===== config.mk =====
export PLATFORM = sky130hd
export DESIGN_NAME = sub_table_encryptor_flat
export DESIGN_NICKNAME = d
export VERILOG_FILES = /design/src/rtl/sub_table_encryptor_if.sv /design/src/rtl/sub_table_encryptor.sv /design/src/flat_wrapper.sv
export SDC_FILE = /design/constraint.sdc
export NUM_CORES = 1
export LEC_CHECK = 0
export BUFFER_PORTS_ARGS = -buffer_cell sky130_fd_sc_hd__buf_2
export CAP_MARGIN = 0
export CORE_MARGIN = 2
export CORE_UTILIZATION = 40
export DETAILED_ROUTE_END_ITERATION = 10
export GPL_TIMING_DRIVEN = 0
export PLACE_DENSITY = 0.64
export SLEW_MARGIN = 10
export SYNTH_ARGS = -nofsm -noshare
export SYNTH_HDL_FRONTEND = slang
export SYNTH_SLANG_ARGS = --single-unit

===== constraint.sdc =====
create_clock -name clk -period 4.5 [get_ports clk]
set_input_delay 0.9 -clock clk [delete_from_list [all_inputs] [get_ports clk]]
set_output_delay 0.9 -clock clk [all_outputs]
set_load 0.05 [all_outputs]

===== src/rtl/sub_table_encryptor_if.sv =====
// Handshake and key-load bus of the substitution-table encryptor.
// master drives key/plaintext and consumes ciphertext; slave is the encryptor.
interface sub_table_encryptor_if;
    logic [7:0]  key_byte;
    logic [3:0]  byte_pos;
    logic        key_byte_val;
    logic        ptxt_valid;
    logic [7:0]  plaintext;
    logic        ptxt_ready;
    logic        ctxt_valid;
    logic        ctxt_ready;
    logic [15:0] ciphertext;
    logic        upper_lower;
    logic        error_flag_key;
    logic        error_flag_plaintext;

    modport master (
        output key_byte, byte_pos, key_byte_val, ptxt_valid, plaintext, ctxt_ready,
        input  ptxt_ready, ctxt_valid, ciphertext, upper_lower,
               error_flag_key, error_flag_plaintext
    );

    modport slave (
        input  key_byte, byte_pos, key_byte_val, ptxt_valid, plaintext, ctxt_ready,
        output ptxt_ready, ctxt_valid, ciphertext, upper_lower,
               error_flag_key, error_flag_plaintext
    );
endinterface


===== src/rtl/sub_table_encryptor.sv =====
// Substitution-table cipher encryptor: letter -> {key[p/6], key[6 + p%6]} pair.
// Define SUB_TABLE_ENC_KEY_CHECK_EN to enable the sequential key validation (CHECK/KEY_ERR).
module sub_table_encryptor #(
    parameter int KEY_LEN = 12
) (
    input  logic                 clk,
    input  logic                 rst_n,
    sub_table_encryptor_if.slave bus
);

`ifdef SUB_TABLE_ENC_KEY_CHECK_EN
    typedef enum logic [2:0] {EMPTY, LOAD, CHECK, READY, KEY_ERR} state_t;
`else
    typedef enum logic [2:0] {EMPTY, LOAD, READY} state_t;
`endif

    state_t      state_reg;
    logic [7:0]  key_reg [KEY_LEN];
    logic        ctxt_valid_reg;
    logic [15:0] ciphertext_reg;
    logic        upper_lower_reg;
    logic        err_ptxt_reg;

    logic        accept_state;
    logic        accept;
    logic        is_upper;
    logic        is_lower;
    logic [4:0]  letter_idx;
    logic [3:0]  row_idx;
    logic [3:0]  col_sel;
    logic [15:0] enc_word;

    genvar gi;
    generate
        for (gi = 0; gi < KEY_LEN; gi++) begin : g_key
            always_ff @(posedge clk or negedge rst_n) begin
                if (!rst_n)
                    key_reg[gi] <= 8'h00;
                else if (bus.key_byte_val && bus.byte_pos == 4'(gi))
                    key_reg[gi] <= bus.key_byte;
            end
        end
    endgenerate

    always_comb begin
        is_upper   = (bus.plaintext >= 8'h41) && (bus.plaintext <= 8'h5A);
        is_lower   = (bus.plaintext >= 8'h61) && (bus.plaintext <= 8'h7A);
        letter_idx = '0;
        if (is_upper)
            letter_idx = 5'(bus.plaintext - 8'h41);
        else if (is_lower)
            letter_idx = 5'(bus.plaintext - 8'h61);
        row_idx  = 4'(letter_idx / 5'd6);
        col_sel  = 4'(letter_idx % 5'd6) + 4'd6;
        enc_word = {key_reg[row_idx], key_reg[col_sel]};
    end

`ifdef SUB_TABLE_ENC_KEY_CHECK_EN
    logic [3:0]  chk_idx_reg;
    logic [25:0] seen_reg;
    logic        chk_bad_reg;
    logic        err_key_reg;
    logic [7:0]  chk_byte;
    logic        chk_in_range;
    logic [4:0]  chk_letter;
    logic        chk_bad_next;

    // One key byte per cycle: out-of-range or already-seen letters poison the key.
    always_comb begin
        chk_byte     = key_reg[chk_idx_reg];
        chk_in_range = (chk_byte >= 8'h61) && (chk_byte <= 8'h7A);
        chk_letter   = 5'(chk_byte - 8'h61);
        chk_bad_next = chk_bad_reg || !chk_in_range || (chk_in_range && seen_reg[chk_letter]);
    end

    assign accept_state       = (state_reg == READY) || (state_reg == KEY_ERR);
    assign bus.error_flag_key = err_key_reg || (state_reg == KEY_ERR);
`else
    assign accept_state       = (state_reg == READY);
    assign bus.error_flag_key = 1'b0;
`endif

    assign bus.ptxt_ready = accept_state && (!ctxt_valid_reg || bus.ctxt_ready);
    assign accept         = bus.ptxt_valid && bus.ptxt_ready;

    always_ff @(posedge clk or negedge rst_n) begin
        if (!rst_n) begin
            state_reg       <= EMPTY;
            ctxt_valid_reg  <= 1'b0;
            ciphertext_reg  <= 16'h0000;
            upper_lower_reg <= 1'b0;
            err_ptxt_reg    <= 1'b0;
`ifdef SUB_TABLE_ENC_KEY_CHECK_EN
            chk_idx_reg     <= 4'd0;
            seen_reg        <= 26'd0;
            chk_bad_reg     <= 1'b0;
            err_key_reg     <= 1'b0;
`endif
        end else if (bus.key_byte_val) begin
            // A key write discards any pending word and restarts validation.
            state_reg       <= LOAD;
            ctxt_valid_reg  <= 1'b0;
            ciphertext_reg  <= 16'h0000;
            upper_lower_reg <= 1'b0;
            err_ptxt_reg    <= 1'b0;
`ifdef SUB_TABLE_ENC_KEY_CHECK_EN
            err_key_reg     <= 1'b0;
`endif
        end else begin
            case (state_reg)
`ifdef SUB_TABLE_ENC_KEY_CHECK_EN
                LOAD: begin
                    state_reg   <= CHECK;
                    chk_idx_reg <= 4'd0;
                    seen_reg    <= 26'd0;
                    chk_bad_reg <= 1'b0;
                end
                CHECK: begin
                    chk_bad_reg <= chk_bad_next;
                    if (chk_in_range)
                        seen_reg <= seen_reg | (26'd1 << chk_letter);
                    if (chk_idx_reg == 4'(KEY_LEN - 1))
                        state_reg <= chk_bad_next ? KEY_ERR : READY;
                    else
                        chk_idx_reg <= chk_idx_reg + 4'd1;
                end
`else
                LOAD: state_reg <= READY;
`endif
                default: ;
            endcase

            if (accept) begin
                ctxt_valid_reg <= 1'b1;
`ifdef SUB_TABLE_ENC_KEY_CHECK_EN
                if (state_reg == KEY_ERR) begin
                    ciphertext_reg  <= 16'h0000;
                    upper_lower_reg <= 1'b0;
                    err_ptxt_reg    <= 1'b0;
                    err_key_reg     <= 1'b1;
                end else
`endif
                if (is_upper || is_lower) begin
                    ciphertext_reg  <= enc_word;
                    upper_lower_reg <= is_upper;
                    err_ptxt_reg    <= 1'b0;
`ifdef SUB_TABLE_ENC_KEY_CHECK_EN
                    err_key_reg     <= 1'b0;
`endif
                end else begin
                    ciphertext_reg  <= 16'h0000;
                    upper_lower_reg <= 1'b0;
                    err_ptxt_reg    <= 1'b1;
`ifdef SUB_TABLE_ENC_KEY_CHECK_EN
                    err_key_reg     <= 1'b0;
`endif
                end
            end else if (ctxt_valid_reg && bus.ctxt_ready) begin
                ctxt_valid_reg <= 1'b0;
            end
        end
    end

    assign bus.ctxt_valid           = ctxt_valid_reg;
    assign bus.ciphertext           = ciphertext_reg;
    assign bus.upper_lower          = upper_lower_reg;
    assign bus.error_flag_plaintext = err_ptxt_reg;

endmodule


===== src/flat_wrapper.sv =====
// flat-port wrapper written by rule: the top's interface ports become plain ports
module sub_table_encryptor_flat 
#(
    parameter int KEY_LEN = 12
)
  (clk, rst_n, bus_key_byte, bus_byte_pos, bus_key_byte_val, bus_ptxt_valid, bus_plaintext, bus_ctxt_ready, bus_ptxt_ready, bus_ctxt_valid, bus_ciphertext, bus_upper_lower, bus_error_flag_key, bus_error_flag_plaintext);
  sub_table_encryptor_if bus_i ();
  input  logic clk;
  input  logic rst_n;
  input wire logic [$bits(bus_i.key_byte)-1:0] bus_key_byte;
  input wire logic [$bits(bus_i.byte_pos)-1:0] bus_byte_pos;
  input wire logic [$bits(bus_i.key_byte_val)-1:0] bus_key_byte_val;
  input wire logic [$bits(bus_i.ptxt_valid)-1:0] bus_ptxt_valid;
  input wire logic [$bits(bus_i.plaintext)-1:0] bus_plaintext;
  input wire logic [$bits(bus_i.ctxt_ready)-1:0] bus_ctxt_ready;
  output wire logic [$bits(bus_i.ptxt_ready)-1:0] bus_ptxt_ready;
  output wire logic [$bits(bus_i.ctxt_valid)-1:0] bus_ctxt_valid;
  output wire logic [$bits(bus_i.ciphertext)-1:0] bus_ciphertext;
  output wire logic [$bits(bus_i.upper_lower)-1:0] bus_upper_lower;
  output wire logic [$bits(bus_i.error_flag_key)-1:0] bus_error_flag_key;
  output wire logic [$bits(bus_i.error_flag_plaintext)-1:0] bus_error_flag_plaintext;
  assign bus_i.key_byte = bus_key_byte;
  assign bus_i.byte_pos = bus_byte_pos;
  assign bus_i.key_byte_val = bus_key_byte_val;
  assign bus_i.ptxt_valid = bus_ptxt_valid;
  assign bus_i.plaintext = bus_plaintext;
  assign bus_i.ctxt_ready = bus_ctxt_ready;
  assign bus_ptxt_ready = bus_i.ptxt_ready;
  assign bus_ctxt_valid = bus_i.ctxt_valid;
  assign bus_ciphertext = bus_i.ciphertext;
  assign bus_upper_lower = bus_i.upper_lower;
  assign bus_error_flag_key = bus_i.error_flag_key;
  assign bus_error_flag_plaintext = bus_i.error_flag_plaintext;
  sub_table_encryptor #(.KEY_LEN(KEY_LEN)) u_core (.clk(clk), .rst_n(rst_n), .bus(bus_i));
endmodule

Word level (Yosys, flattened, before mapping)
Index checks and enable logic that the tools add are counted.
{"block": "op_classes", "n_reduce_logical": 24, "shifts": 0, "muxes": 22, "bitwise_logic": 2, "mul": 0, "add_sub_neg": 3, "n_lt_le_gt_ge": 6, "n_div": 2, "eq_ne": 13}
{"op": "$bmux W8 S4", "count": 2}
{"op": "$mux W16", "count": 3}
{"op": "$mux W8", "count": 4}
{"op": "$logic_and A1 B1 Y1", "count": 17}
{"op": "$eq A4 B3 Y1 const B", "count": 4}
{"op": "$eq A4 B4 Y1 const B", "count": 4}
{"op": "$ge A8 B7 Y1 const B", "count": 2}
{"op": "$le A8 B7 Y1 const B", "count": 2}
{"op": "$ge A5 B5 Y1 const B", "count": 2}
{"op": "$mux W5", "count": 2}
{"op": "$not A4 Y5", "count": 2}
{"op": "$sub A5 B1 Y5 const B", "count": 2}
{"op": "$mux W1", "count": 9}
{"op": "$eq A4 B2 Y1 const B", "count": 2}
{"op": "$mux W3", "count": 2}
{"op": "$div A5 B3 Y5 const B", "count": 1}
{"op": "$mod A5 B3 Y5 const B", "count": 1}
{"op": "$add A4 B3 Y4 const B", "count": 1}
{"op": "$eq A4 B1 Y1 const B", "count": 1}
{"op": "$logic_not A4 Y1", "count": 1}
{"op": "$reduce_bool A2 Y1", "count": 2}
{"op": "$eq A3 B1 Y1 const B", "count": 1}
{"op": "$eq A3 B2 Y1 const B", "count": 1}
{"op": "$reduce_bool A3 Y1", "count": 1}
{"op": "2 further kinds", "count": 3}
{"block": "word_totals", "wordCells": 89, "out_inout_bits": 21, "latchBits": 0, "register_bits": 118, "rom_bits": 0, "n_memories": 0, "in_bits": 25, "ram_bits": 0}

Depth between registers and ports, before layout
Gate-level depths: netlist of the first run.
{"block": "depth", "word_depth": 13, "depth_mapped": 29, "depth_no_buf": 25}

Least setup slack after synthesis of the first run
Ideal clock, no wire load.
{"block": "synth_path", "kind": "input-to-reg", "startpoint": "input port bus_plaintext[0]", "endpoint": "register u_core.ciphertext_reg[7], in the netlist u_core.bus.ciphertext[7]", "path_slack_ns": -1.860, "setup_time_ns": 0.126, "path_stages": 27, "arrival_time_ns": 6.234, "cell_sequence": "buf_6 inv_1 ha_1 nor3b_4 mux2i_1 nor3_4 inv_1 ha_1 inv_1 o41a_1 a21o_1 and2_1 ha_1 a2111oi_4 and2b_4 nand3_4 buf_6 buf_2 inv_1 o22ai_1 ha_1 buf_1 clkbuf_1 mux4_2 mux2i_1 nor2_1 a221o_1"}
{"block": "synth_between", "elab_chain_cells": 13}
{"item": "start, declared", "line": "flat_wrapper.sv:14", "text": "input wire logic [$bits(bus_i.plaintext)-1:0] bus_plaintext;"}
{"item": "$ge A8 B7 Y1 / $le A8 B7 Y1 (equally long branches)", "line": "sub_table_encryptor.sv:47", "text": "is_lower = (bus.plaintext >= 8'h61) && (bus.plaintext <= 8'h7A);"}
{"item": "$logic_and A1 B1 Y1", "line": "sub_table_encryptor.sv:47"}
{"item": "$mux W5", "line": "sub_table_encryptor.sv:51", "text": "else if (is_lower)"}
{"item": "$mux W5", "line": "sub_table_encryptor.sv:49", "text": "if (is_upper)"}
{"item": "$mod A5 B3 Y5", "line": "sub_table_encryptor.sv:54", "text": "col_sel = 4'(letter_idx % 5'd6) + 4'd6;"}
{"item": "$add A4 B3 Y4", "line": "sub_table_encryptor.sv:54"}
{"item": "$not A4 Y5 (not written as such)", "line": "sub_table_encryptor.sv:55", "text": "enc_word = {key_reg[row_idx], key_reg[col_sel]};"}
{"item": "$bmux W8 S4", "line": "sub_table_encryptor.sv:55"}
{"item": "$mux W8 (not written as such) (2 in series)", "line": "sub_table_encryptor.sv:55"}
{"item": "$mux W16 *", "line": "sub_table_encryptor.sv:143", "text": "if (is_upper || is_lower) begin"}
{"item": "$mux W16 *", "line": "sub_table_encryptor.sv:133", "text": "if (accept) begin"}
{"item": "$mux W16 *", "line": "sub_table_encryptor.sv:99", "text": "end else if (bus.key_byte_val) begin"}
{"item": "end signal, assigned", "line": "sub_table_encryptor.sv:144", "text": "ciphertext_reg <= enc_word;"}
{"item": "end, declared", "line": "sub_table_encryptor.sv:20", "text": "logic [15:0] ciphertext_reg;"}
Mark *: on every way between the ends. The rest lies on a longest branch, timed or not. The select of a mux whose other input is x is not followed.
A chain may end at the register's enable or synchronous reset.

Worst setup path after layout of the first run
Same ends and word-level chain as after synthesis.

==> results of run 1 <==
==> stage by stage <==
step                      power, mW  cell area (um^2)  instances  hold WS (ns)
after CTS                      3.55              7860        787         0.471
after global placement         2.07              6880        730         0.452
final                          3.59              8130        800         0.448
after floorplan                1.90              6420        479         0.466
after global routing           3.73              8130        800         0.492
after detailed placement       2.12              6980        736         0.460
==> cells in the mapped netlist, types with 4 or more instances <==
library cell               count
sky130_fd_sc_hd__o221ai_1      4
sky130_fd_sc_hd__nand2_1      34
sky130_fd_sc_hd__a311oi_1      8
sky130_fd_sc_hd__and3_1        8
sky130_fd_sc_hd__clkbuf_1     22
sky130_fd_sc_hd__ha_1          7
sky130_fd_sc_hd__mux2i_1      12
sky130_fd_sc_hd__a21oi_1      13
sky130_fd_sc_hd__nor2_1       23
sky130_fd_sc_hd__mux4_2       24
sky130_fd_sc_hd__mux2_2       96
sky130_fd_sc_hd__a221o_1       8
sky130_fd_sc_hd__mux4_1        8
sky130_fd_sc_hd__nand4_1       4
sky130_fd_sc_hd__inv_1         9
sky130_fd_sc_hd__a22oi_1       4
sky130_fd_sc_hd__nand2b_1      6
sky130_fd_sc_hd__dfrtp_1     117
sky130_fd_sc_hd__nor3_1        4
==> cell type report <==
| type | instances | area [um^2] | share of cell area (%) |
|---|---|---|---|
| Buffer | 31 | 224 | 2.75 |
| Clock buffer | 20 | 447 | 5.49 |
| Clock inverter | 10 | 133 | 1.63 |
| Inverter | 10 | 57.6 | 0.708 |
| Multi-Input combinational cell | 321 | 3510 | 43.2 |
| Sequential cell | 117 | 2930 | 36.0 |
| Tap cell | 211 | 264 | 3.25 |
| Timing Repair Buffer | 80 | 569 | 7.00 |
==> per-layer routing <==
metal / track usage [%] / part of all wire [%] / vias to the layer above
met3: 5.13 / 5.1 / 40
met5: 0 / 0 / -
li1: - / - / 2027
met4: 7.27 / 2.5 / 0
met1: 26.4 / 42 / 2377
met2: 35.8 / 50 / 135
==> worst max path at each step <==
stage,endpoint,cells past startpoint,slack [ns]
3_3_place_gp,u_core.bus.ciphertext[2],29,-1.81
3_5_place_dp,u_core.bus.ciphertext[2],29,-1.91
4_1_cts,u_core.bus.ciphertext[7],29,-1.01
5_1_grt,u_core.bus.ciphertext[7],29,-1.13
6_report,u_core.bus.ciphertext[7],30,-0.91
2_1_floorplan,u_core.bus.ciphertext[7],28,-0.96
==> worst max-delay path, delay by kind of cell <==
| family | cells | cell delay, ns |
|---|---|---|
| xor+xnor | 1 | 0.06 |
| buf+inv | 11 | 1.11 |
| compound gates | 5 | 1.19 |
| mux | 2 | 0.55 |
| fa+ha+maj | 5 | 0.91 |
| simple gates | 6 | 0.95 |
==> logic make-up after synthesis <==
logic type      after synthesis  synth area share [%]
compound gates               57                  7.64
xor+xnor                      3                 0.416
fa+ha+maj                     7                  1.39
buf+inv                      41                  2.93
flops                       117                  46.3
mux                         141                  31.2
other cells                   1                0.0593
simple gates                112                  10.0
==> power by group through the flow <==
stage	clock network, mW	registers (mW)	logic, mW
4_1_cts	1.35	1.40	0.793
3_5_place_dp	0	1.41	0.703
5_1_grt	1.41	1.43	0.892
3_3_place_gp	0	1.40	0.677
6_report	1.34	1.41	0.838
2_1_floorplan	0	1.36	0.539
==> what timing repair did <==
item	CTS	global route
pin swaps	6	23
cloned	1	0
setup buffers	20	13
hold endpoints to repair	0	0
gates resized for setup	28	36
endpoints found under the setup margin	16	16
==> summary by stage, run 1 <==
Placed design
Routability-driven placement finished with a final weighted congestion of 0.874. The count of input and output buffers is 40. Summed over all nets, the half-perimeter wirelength after detailed placement is roughly 11 mm.

OpenSTA, run right after detailed placement, puts the worst setup slack at -1.91 ns.

Yosys
Synthesis produced a netlist with a net count of slightly above 500. The mapped netlist covers 0.00632 mm^2. The number of distinct standard cells referenced by the synthesized netlist is 66. The proportion of register bits with asynchronous set or reset after synthesis is between 90% and 100%. The area share of the largest cell type after synthesis is between 40% and 50%. Synthesis inferred between 100 and 150 register bits. sky130_fd_sc_hd__dfrtp_1 takes more of the synthesized area than any other cell. The cell count after synthesis is 479. During synthesis, Yosys emitted a total of 0 warnings. The share of the Yosys chip area taken by registers is 46.3%. Yosys attributes the largest share of cell area to sky130_fd_sc_hd__dfrtp_1 46%, sky130_fd_sc_hd__mux2_2 17%, sky130_fd_sc_hd__mux4_2 8.6%. The most instantiated flip-flop cell in the synthesis netlist is sky130_fd_sc_hd__dfrtp_1.

Yosys mapped a number of flops with a built-in enable equal to 0. Averaged over all synthesized cells, the footprint is ~13 um^2.

Pwr
The switching power total is approximately 1 mW. The worst IR drop on VDD is ~270 uV. Combinational logic burns about a quarter of the power.

The share of power burned in registers is between 30% and 40%. The clock share of power is a little under two fifths. Summed over all cells, the static leakage comes to about 3.5 nW.

The proportion of total power due to net switching is between 20% and 30%. The total power density per cell area is roughly 440 mW/mm^2. Cell internal power was estimated by the tool at around 2.6 mW.

Run
Across the run, the number of max-cap violations was 0.

Global routing
Entering global routing, the biggest net connects 60 pins. For this run the aggregate overflow at the end of global routing stands at 0. The global-route wire length before repair is 26.4 mm.

The via count of the first global-routing pass is roughly 4800. The initial antenna violation count was 0. Across every metal layer, demand over resource in global routing totals roughly a fifth.

Floorplan
From bottom edge to top edge, the die measures 130 um. The area enclosed by the die boundary is around 0.017 mm^2. The core area is approximately 0.015 mm^2. The number of placed I/O pins is between 40 and 50.

The number of placement rows is 45. Measured along the x axis, the die boundary spans approximately 130 um. The initial core utilization is 41.3%.

STA
The smallest clock period supported by the final layout is computed as between 5 and 6 ns. Based on the critical path, the design can be clocked at up to ~180 MHz. The hold violation total from the final report is 0. Summed over all failing endpoints, the final setup total negative slack is -7.34 ns. The worst max-slew margin expressed relative to the limit is 32.0%.

Setup violations remaining at the end of the flow were counted as 15. The transition time of the tightest slew-check pin is 1.02 ns. The post-route fraction of the period consumed by the critical path is 120%.

The final-report max-slew violation count was 0. The setup slack after layout is -0.906 ns. Clock skew on the completed layout was measured at between 0.007 and 0.008 ns. Setup repair after global routing could not meet its margin everywhere.

Critical path
At the worst endpoint, the required time is between 4 and 5 ns. STA classifies the critical path endpoint as a register. The stage delay of the slowest cell on the critical path is ~0.37 ns.

The worst setup path is launched from an input pin. The most numerous cell type found on the critical path is sky130_fd_sc_hd__ha_4. The setup slack on the worst flop-to-flop path is 2.13 ns. The critical path startpoint is bus_plaintext[0]. The startpoint-to-endpoint class of the critical path is in2reg. The worst register-to-register path ends at u_core.bus.ciphertext[0].

For this design, the slowest cell found on the critical path is sky130_fd_sc_hd__o41a_1. The arrival time of the worst setup path is between 5 and 6 ns. The maximum fanout count along the critical path is 5.

The startpoint of the lowest-slack register-to-register path is u_core.bus.ctxt_valid. The logic depth of the worst register-to-register path is 9.

Layout
The count of fill cells added during filler insertion is approximately 1300. The fraction of final layout cells with drive strength greater than 1 is ~52%. The leading cell type in the layout, fill and taps excluded is sky130_fd_sc_hd__dfrtp_1.

The register with the most flip-flops in the layout has 96 of them. The number of nets at the end of the flow is slightly above 600. The antenna diode count is 0. At the end of the flow the core is filled with cells to roughly 53%. Leaving out fill and tap cells, the most frequent cells in the layout are 117 x sky130_fd_sc_hd__dfrtp_1, 96 x sky130_fd_sc_hd__mux2_2, 39 x sky130_fd_sc_hd__buf_2. The area added between synthesis and finish is 28.7%.

Drt
The count of nets left with antenna violations once routing finished came out at 0. The overall routed net length is roughly 17 mm. The number of iterations in the first detailed-routing pass is 4.

The post-detailed-route via-to-cell ratio is 5.72. After detailed routing, the average wire length per cell comes to roughly 21 um. The detailed router placed 4579 vias in this run. For this run, design rule violations remaining after detail routing come to 0. The first-iteration detailed-routing DRC count is between 200 and 250.

Clocking
At the later pin of the worst-skew pair, clock insertion delay measures 0.42 ns. The TritonCTS clock tree is built. The total of hold buffers inserted after clock tree synthesis is 0.

The H-tree depth is 4. Counting along the longest clock path gives a buffer depth of 2. The count of clock tree sinks is roughly 120. Buffers inserted during clock tree synthesis total 17. The cell at the root of the clock tree is sky130_fd_sc_hd__clkbuf_16. The post-CTS clock slew at the launch and capture registers of the worst setup and hold paths is ~0.05 ns.

Hold path
The path class of the tightest hold or removal check is in2async.

Outcome
The final reports fail on setup timing. The run finished, with violations left.
No activity file was read; power rests on OpenSTA's default activity.
==> run 2, diff against run 1 <==
- SKIP_LAST_GASP: default -> 1
==> summary by stage, run 2 (synthesis gave the netlist of run 1 again) <==
Critical path
The maximum fanout count along the critical path is 5. The startpoint of the lowest-slack register-to-register path is u_core.bus.ctxt_valid. The startpoint type of the worst setup path is an input pin. The highest-delay cell along the critical path is sky130_fd_sc_hd__o41a_1. The critical path startpoint is bus_plaintext[0]. For the worst setup path, the data arrival time is around 5.7 ns.

The stage delay of the slowest cell on the critical path is 0.37 ns. The startpoint-to-endpoint class of the critical path is in2reg. By instance count, the cell type seen most on the critical path is sky130_fd_sc_hd__ha_4.

For the worst setup path, the data required time is 4.79 ns. The kind of capture point of the worst setup path is a register.

Clocking
The clock buffer count from CTS is 17. Counting every sink on the clock net gives 117. The TritonCTS clock tree is built. No sink is reached through more buffers than the 2 on the longest clock path. The post-CTS clock slew at the launch and capture registers of the worst setup and hold paths is about 0.050 ns. The insertion delay of the later-clocked pin in the worst-skew pair is between 0.4 and 0.5 ns. The H-tree was split into 4 levels. The cell sitting at the root of the clock tree is a sky130_fd_sc_hd__clkbuf_16.

Placed design
The placer's final routability congestion estimate is between 0.8 and 0.9. Buffers placed on the I/O ports in this run total 40. Detailed placement ended at an HPWL of 11.3 mm.

Pwr
The standby leakage power is 3.51 nW. The share of power burned in registers is 39.3%. The power after layout is 3.58 mW. The internal power summed over all cells is approximately 2.6 mW.

The total power density per cell area is 442 mW/mm^2. The fraction of power consumed by combinational cells is a little under a quarter. For this design the total switching power over the nets is just under 1 mW. VDD sags by at most roughly 270 uV. Of the total power, the share spent switching nets is 27.0%.

The clock share of power is approximately 38%.

STA
Setup slack on the critical path of the routed design comes to -0.872 ns. The maximum frequency from static timing analysis is 186 MHz. At the pin with the least slew margin, the transition time is 1.02 ns. The largest clock skew in the final design is 0.00816 ns. Dividing the final minimum period by the clock period gives 119%. Setup violations remaining at the end of the flow were counted as 16. The worst max-slew margin expressed relative to the limit is a little under a third.

The hold violation total from the final report is 0. The clock period minus final worst setup slack is roughly 5.4 ns. The final worst hold slack is ~0.45 ns. Setup repair after global routing could not meet its margin everywhere. The final-report max-slew violation count was 0.

Floorplan
The number of placed I/O pins is 46. The die is approximately 130 um tall. After floorplanning, the core was sized to cover ~0.015 mm^2. The initial core utilization is between 40% and 50%. The number of placement rows is 45. The area enclosed by the die boundary is between 0.015 and 0.02 mm^2. The x dimension of the die is between 100 and 150 um.

Drt
The routed design uses 8.70 mm of met2 wire. The final routed DRC violation total is 0. In the detailed route, the total length drawn on met3 is approximately 760 um.

The routed length per instance is 21.4 um. Routed signal wires occupy layers up through met4. For this block, the via count after detailed routing is 4582. The count of nets left with antenna violations once routing finished came out at 0.

After detailed routing, the number of vias per cell comes to about 5.7. The first detailed-routing pass ran for 5 iterations. The first-iteration detailed-routing DRC count is 253. The overall routed net length is 17.1 mm. For this block, wires on met1 add up to ~7.3 mm.

Hold path
The min-delay analysis places its worst path in the category in2async.

Global routing
The initial antenna violation count is 0. The total overflow left after global routing is 0. The global-route wire length before repair is between 20 and 30 mm.

Entering global routing, the biggest net connects 60 pins. The global-route usage over all layers is between 20% and 30%. The via count of the first global-routing pass came to between 4000 and 5000.

Layout
The fraction of final layout cells with drive strength greater than 1 is slightly above 50%. The area added between synthesis and finish is 28.1%. The number of nets at the end of the flow is slightly above 600. The leading cell type in the layout, fill and taps excluded is sky130_fd_sc_hd__dfrtp_1. The top cell types in the final layout, fill and taps aside, are 117 x sky130_fd_sc_hd__dfrtp_1, 96 x sky130_fd_sc_hd__mux2_2, 39 x sky130_fd_sc_hd__buf_2.

The repair_antennas step left the layout with diodes totalling 0. The register with the most flip-flops in the layout has 96 of them.

Outcome
The final reports fail on setup timing. The flow ran to the end, but the final reports show violations.

Run
Max-cap violations in this run came to 0.
==> run 2: changes by cell type in the layout (fill, tap and decap cells not counted) <==
cell / delta
sky130_fd_sc_hd__and3_1: +4
sky130_fd_sc_hd__and3_4: -4
sky130_fd_sc_hd__a311oi_2: +1
sky130_fd_sc_hd__a311oi_4: -1
sky130_fd_sc_hd__buf_6: +1
sky130_fd_sc_hd__buf_8: -1
sky130_fd_sc_hd__o221ai_1: +1
sky130_fd_sc_hd__o221ai_2: -1
==> run 2: path summary, 6_finish.rpt <==
path                       depth (start not counted)                         endpoint  slack (ns)
min                                                1               u_core.key_reg[86]        0.45
max reg2reg                                        9         u_core.bus.ciphertext[0]        2.14
max                                               30         u_core.bus.ciphertext[7]       -0.87
min reg2reg                                        2        u_core.bus.ciphertext[14]        0.47
min in group clk                                   2        u_core.bus.ciphertext[14]        0.47
max in group asynchronous                          2  u_core.bus.error_flag_plaintext        3.38
==> run 2: power by group through the flow <==
stage	Sequential (mW)	Clock (mW)	Combinational [mW]
6_report	1.41	1.34	0.831
5_1_grt	1.43	1.41	0.885
4_1_cts	1.40	1.35	0.793
3_5_place_dp	1.41	0	0.703
3_3_place_gp	1.40	0	0.677
2_1_floorplan	1.36	0	0.539
==> run 2: area by class of cell <==
cell class              count  area (um^2)
fillers                  1323         7220
multi-input cells         321         3470
flip-flops and latches    117         2930
repair buffers             80          569
clock buffers              20          447
well taps                 211          264
plain buffers              31          220
clock inverters            10          133
inverters                  10         57.6
==> run 2: timing repair <==
action | CTS | global route
hold buffers | 0 | 0
setup buffers | 20 | 13
setup endpoints to repair | 16 | 16
cloned | 1 | 0
pin swaps | 6 | 23
gates resized for setup | 28 | 29
==> run 2: worst max-delay path: cells and delay by family <==
family          cells  cell delay, ns
mux                 2            0.52
buf+inv            11            1.11
compound gates      5            1.19
fa+ha+maj           5            0.90
simple gates        6            0.95
xor+xnor            1            0.06
==> run 2: layer usage <==
metal	up-vias	global-route usage (%)
met4	0	7.27
li1	2030	-
met3	28	5.13
met2	144	35.8
met5	-	0
met1	2380	26.4
==> run 2: stage by stage <==
step / utilization (%) / setup TNS [ns] / worst slack [ns] / instances / cell area [um^2]
6_report: 52.8 / -7.45 / -0.872 / 800 / 8090
5_1_grt: 52.8 / -10.87 / -1.12 / 800 / 8090
4_1_cts: 51.3 / -9.03 / -1.01 / 787 / 7860
3_5_place_dp: 45.6 / -21.26 / -1.91 / 736 / 6980
3_3_place_gp: 44.9 / -19.38 / -1.81 / 730 / 6880
2_1_floorplan: - / -7.87 / -0.956 / 479 / 6420
==> run 3, diff against run 2 <==
- CORE_UTILIZATION: 40 -> 55
- PLACE_DENSITY: 0.64 -> 0.81
- REMOVE_ABC_BUFFERS: default -> 1
- TNS_END_PERCENT: default -> 100
==> summary by stage, run 3 (synthesis gave the netlist of run 1 again) <==
Placed design
After legalization and detailed placement, the total HPWL measured 9.69 mm. The post-place setup slack is -2.80 ns. The cell total after placement is between 600 and 700. Routability-driven placement finished with a final weighted congestion of around 0.89. The count of input and output buffers is 44.

Pwr
The worst IR drop on VDD is approximately 360 uV. For this design the static power due to leakage is 3.42 nW. The power after layout is 3.47 mW. Power spread over the standard cell area amounts to approximately 450 mW/mm^2.

Outcome
The final reports fail on setup timing. The run finished, with violations left.

Floorplan
The number of placement rows is 39. The floorplan step defined a die boundary enclosing 0.0124 mm^2. The x dimension of the die is 111 um. The core area is roughly 0.011 mm^2. The die extent in y is ~110 um. Pin placement for this block handled 46 I/O pins. Once the floorplan was initialized, standard cells occupied a little under three fifths of the core.

Critical path
At the worst endpoint, the arrival time is about 5.3 ns. The most used cell along the critical path is sky130_fd_sc_hd__ha_4. The maximum fanout count along the critical path is 9.

The kind of capture point of the worst setup path is a register. The critical path contains buffers and inverters numbering 6 combined. The stage delay of the slowest cell on the critical path is 0.33 ns.

The highest-delay cell along the critical path is sky130_fd_sc_hd__ha_4. The startpoint type of the worst setup path is an input pin. On the critical path the largest part of the delay comes from simple AND/OR/NAND/NOR gates. The logic depth of the worst register-to-register path is 8. The required time of the critical path is around 4.8 ns. The setup path with the least slack is of type in2reg. The cell count along the critical path is 26.

Layout
The final design utilization is about two thirds. The layout has about 800 filler cells. In the final layout, the share of cells above drive strength 1 is roughly 50%.

The number of flip-flops under the largest register name is 96. The final cell count without fillers is approximately 700. The leading cell type in the layout, fill and taps excluded is sky130_fd_sc_hd__dfrtp_1. The repair_antennas step left the layout with diodes totalling 0.

At the end of the flow, the number of nets in the layout was between 500 and 600. Leaving out fill and tap cells, the most frequent cells in the layout are 117 x sky130_fd_sc_hd__dfrtp_1, 96 x sky130_fd_sc_hd__mux2_2, 41 x sky130_fd_sc_hd__buf_2. Compared with the post-synthesis result, the final layout area differs by 22.2%.

Global routing
The total overflow left after global routing is 0. The via count of the first global-routing pass came to 4813. Entering global routing, the biggest net connects 82 pins. In the global route stage, overall resource usage came out at ~28%. The initial antenna violation count is 0.

The global-route wire length before repair is around 26 mm.

STA
Between clock sinks in the finished design, the worst skew comes to 0.00676 ns. Across all setup checks in the final design, the least slack found is -0.514 ns. Setup violations remaining at the end of the flow were counted as 14. For the pin with the worst max-slew slack, the measured transition is between 1 and 1.5 ns. Across all hold checks on the routed design, the worst slack comes to between 0.3 and 0.4 ns. The maximum frequency from static timing analysis is approximately 200 MHz. The routed design could run at a clock period as short as between 5 and 6 ns. The worst path uses 111% of the clock period.

The hold violation total from the final report is 0. In this run the tightest slew margin relative to its limit is 28.5%. Setup repair after global routing could not meet its margin everywhere. The final-report max-slew violation count was 0.

Clocking
TritonCTS built the clock tree. CTS saw 117 sinks. The later pin in the worst-skew pair is clocked with a latency of 0.42 ns.

The H-tree depth is 4. The root buffer cell chosen for the clock tree is sky130_fd_sc_hd__clkbuf_16. In this run, post-CTS hold repair placed 0 buffers.

Clock-pin slew was measured on the worst setup and hold paths at ~0.06 ns. The clock buffer count from CTS is 17. In this run the deepest clock path goes through 2 buffers.

Hold path
The min-delay analysis places its worst path in the category in2async.

Run
The tool flagged a number of max-cap violations equal to 0.

Drt
In the routed design, unresolved DRC markers number 0. For this block, the routed nets add up to between 15 and 20 mm of wire. Detailed routing inserted a total of roughly 4700 vias. For this run, the detailed router's first-pass iteration total came to 6. Once detail routing completed, the nets flagged for antenna violations numbered 0. The first-iteration detailed-routing DRC count is around 510. After detailed routing, the number of vias per cell comes to ~6.6. Dividing the detail-routed wire length by the instance count gives roughly 24 um.
-- run 3: cell count changes in the layout (fill, tap and decap cells not counted), sizes merged --
cell / delta
clkinv: -2
clkbuf: -18
nand3: +1
bufinv: -2
buf: -7
-- run 3: final cells by class --
class | count | area [um^2] | area share, %
Clock buffer | 26 | 519 | 6.72
Clock inverter | 6 | 66.3 | 0.858
Inverter | 10 | 57.6 | 0.745
Multi-Input combinational cell | 322 | 3390 | 43.9
Sequential cell | 117 | 2930 | 37.9
Tap cell | 143 | 179 | 2.32
Timing Repair Buffer | 80 | 583 | 7.55
-- run 3: stage by stage --
stage / setup TNS, ns / instance area (um^2)
2_1_floorplan: -14.44 / 6170
3_3_place_gp: -30.87 / 6570
3_5_place_dp: -33.36 / 6690
4_1_cts: -2.16 / 7610
5_1_grt: -6.45 / 7720
6_report: -4.03 / 7720
-- run 3: layer usage --
metal,vias to the layer above,global-route usage (%),wire (um)
li1,1962,-,-
met4,0,11.5,512
met2,242,45.3,8320
met5,-,0,0
met3,53,6.72,1130
met1,2414,36.0,6640
-- run 3: where the power goes --
group          switching, mW  leakage [nW]  internal [mW]
clock                  0.460         0.279          0.846
combinational          0.322          1.68          0.436
sequential             0.144          1.47           1.26
total                  0.926          3.42           2.54
-- run 3: path summary, 6_finish.rpt --
kind | startpoint | end | slack [ns]
max in group asynchronous | rst_n | u_core.bus.ciphertext[9] | 3.39
min reg2reg | u_core.bus.ciphertext[11] | u_core.bus.ciphertext[11] | 0.46
max | bus_plaintext[0] | u_core.bus.ciphertext[0] | -0.51
min in group clk | u_core.bus.ciphertext[11] | u_core.bus.ciphertext[11] | 0.46
min | rst_n | u_core.key_reg[45] | 0.38
max reg2reg | u_core.bus.ctxt_valid | u_core.bus.ciphertext[1] | 2.25
-- run 3: timing repair --
item | 4_1_cts | 5_1_grt
setup buffers | 20 | 10
endpoints found under the setup margin | 16 | 16
resized for setup | 37 | 9
pin swaps | 6 | 3
gates cloned | 1 | 0
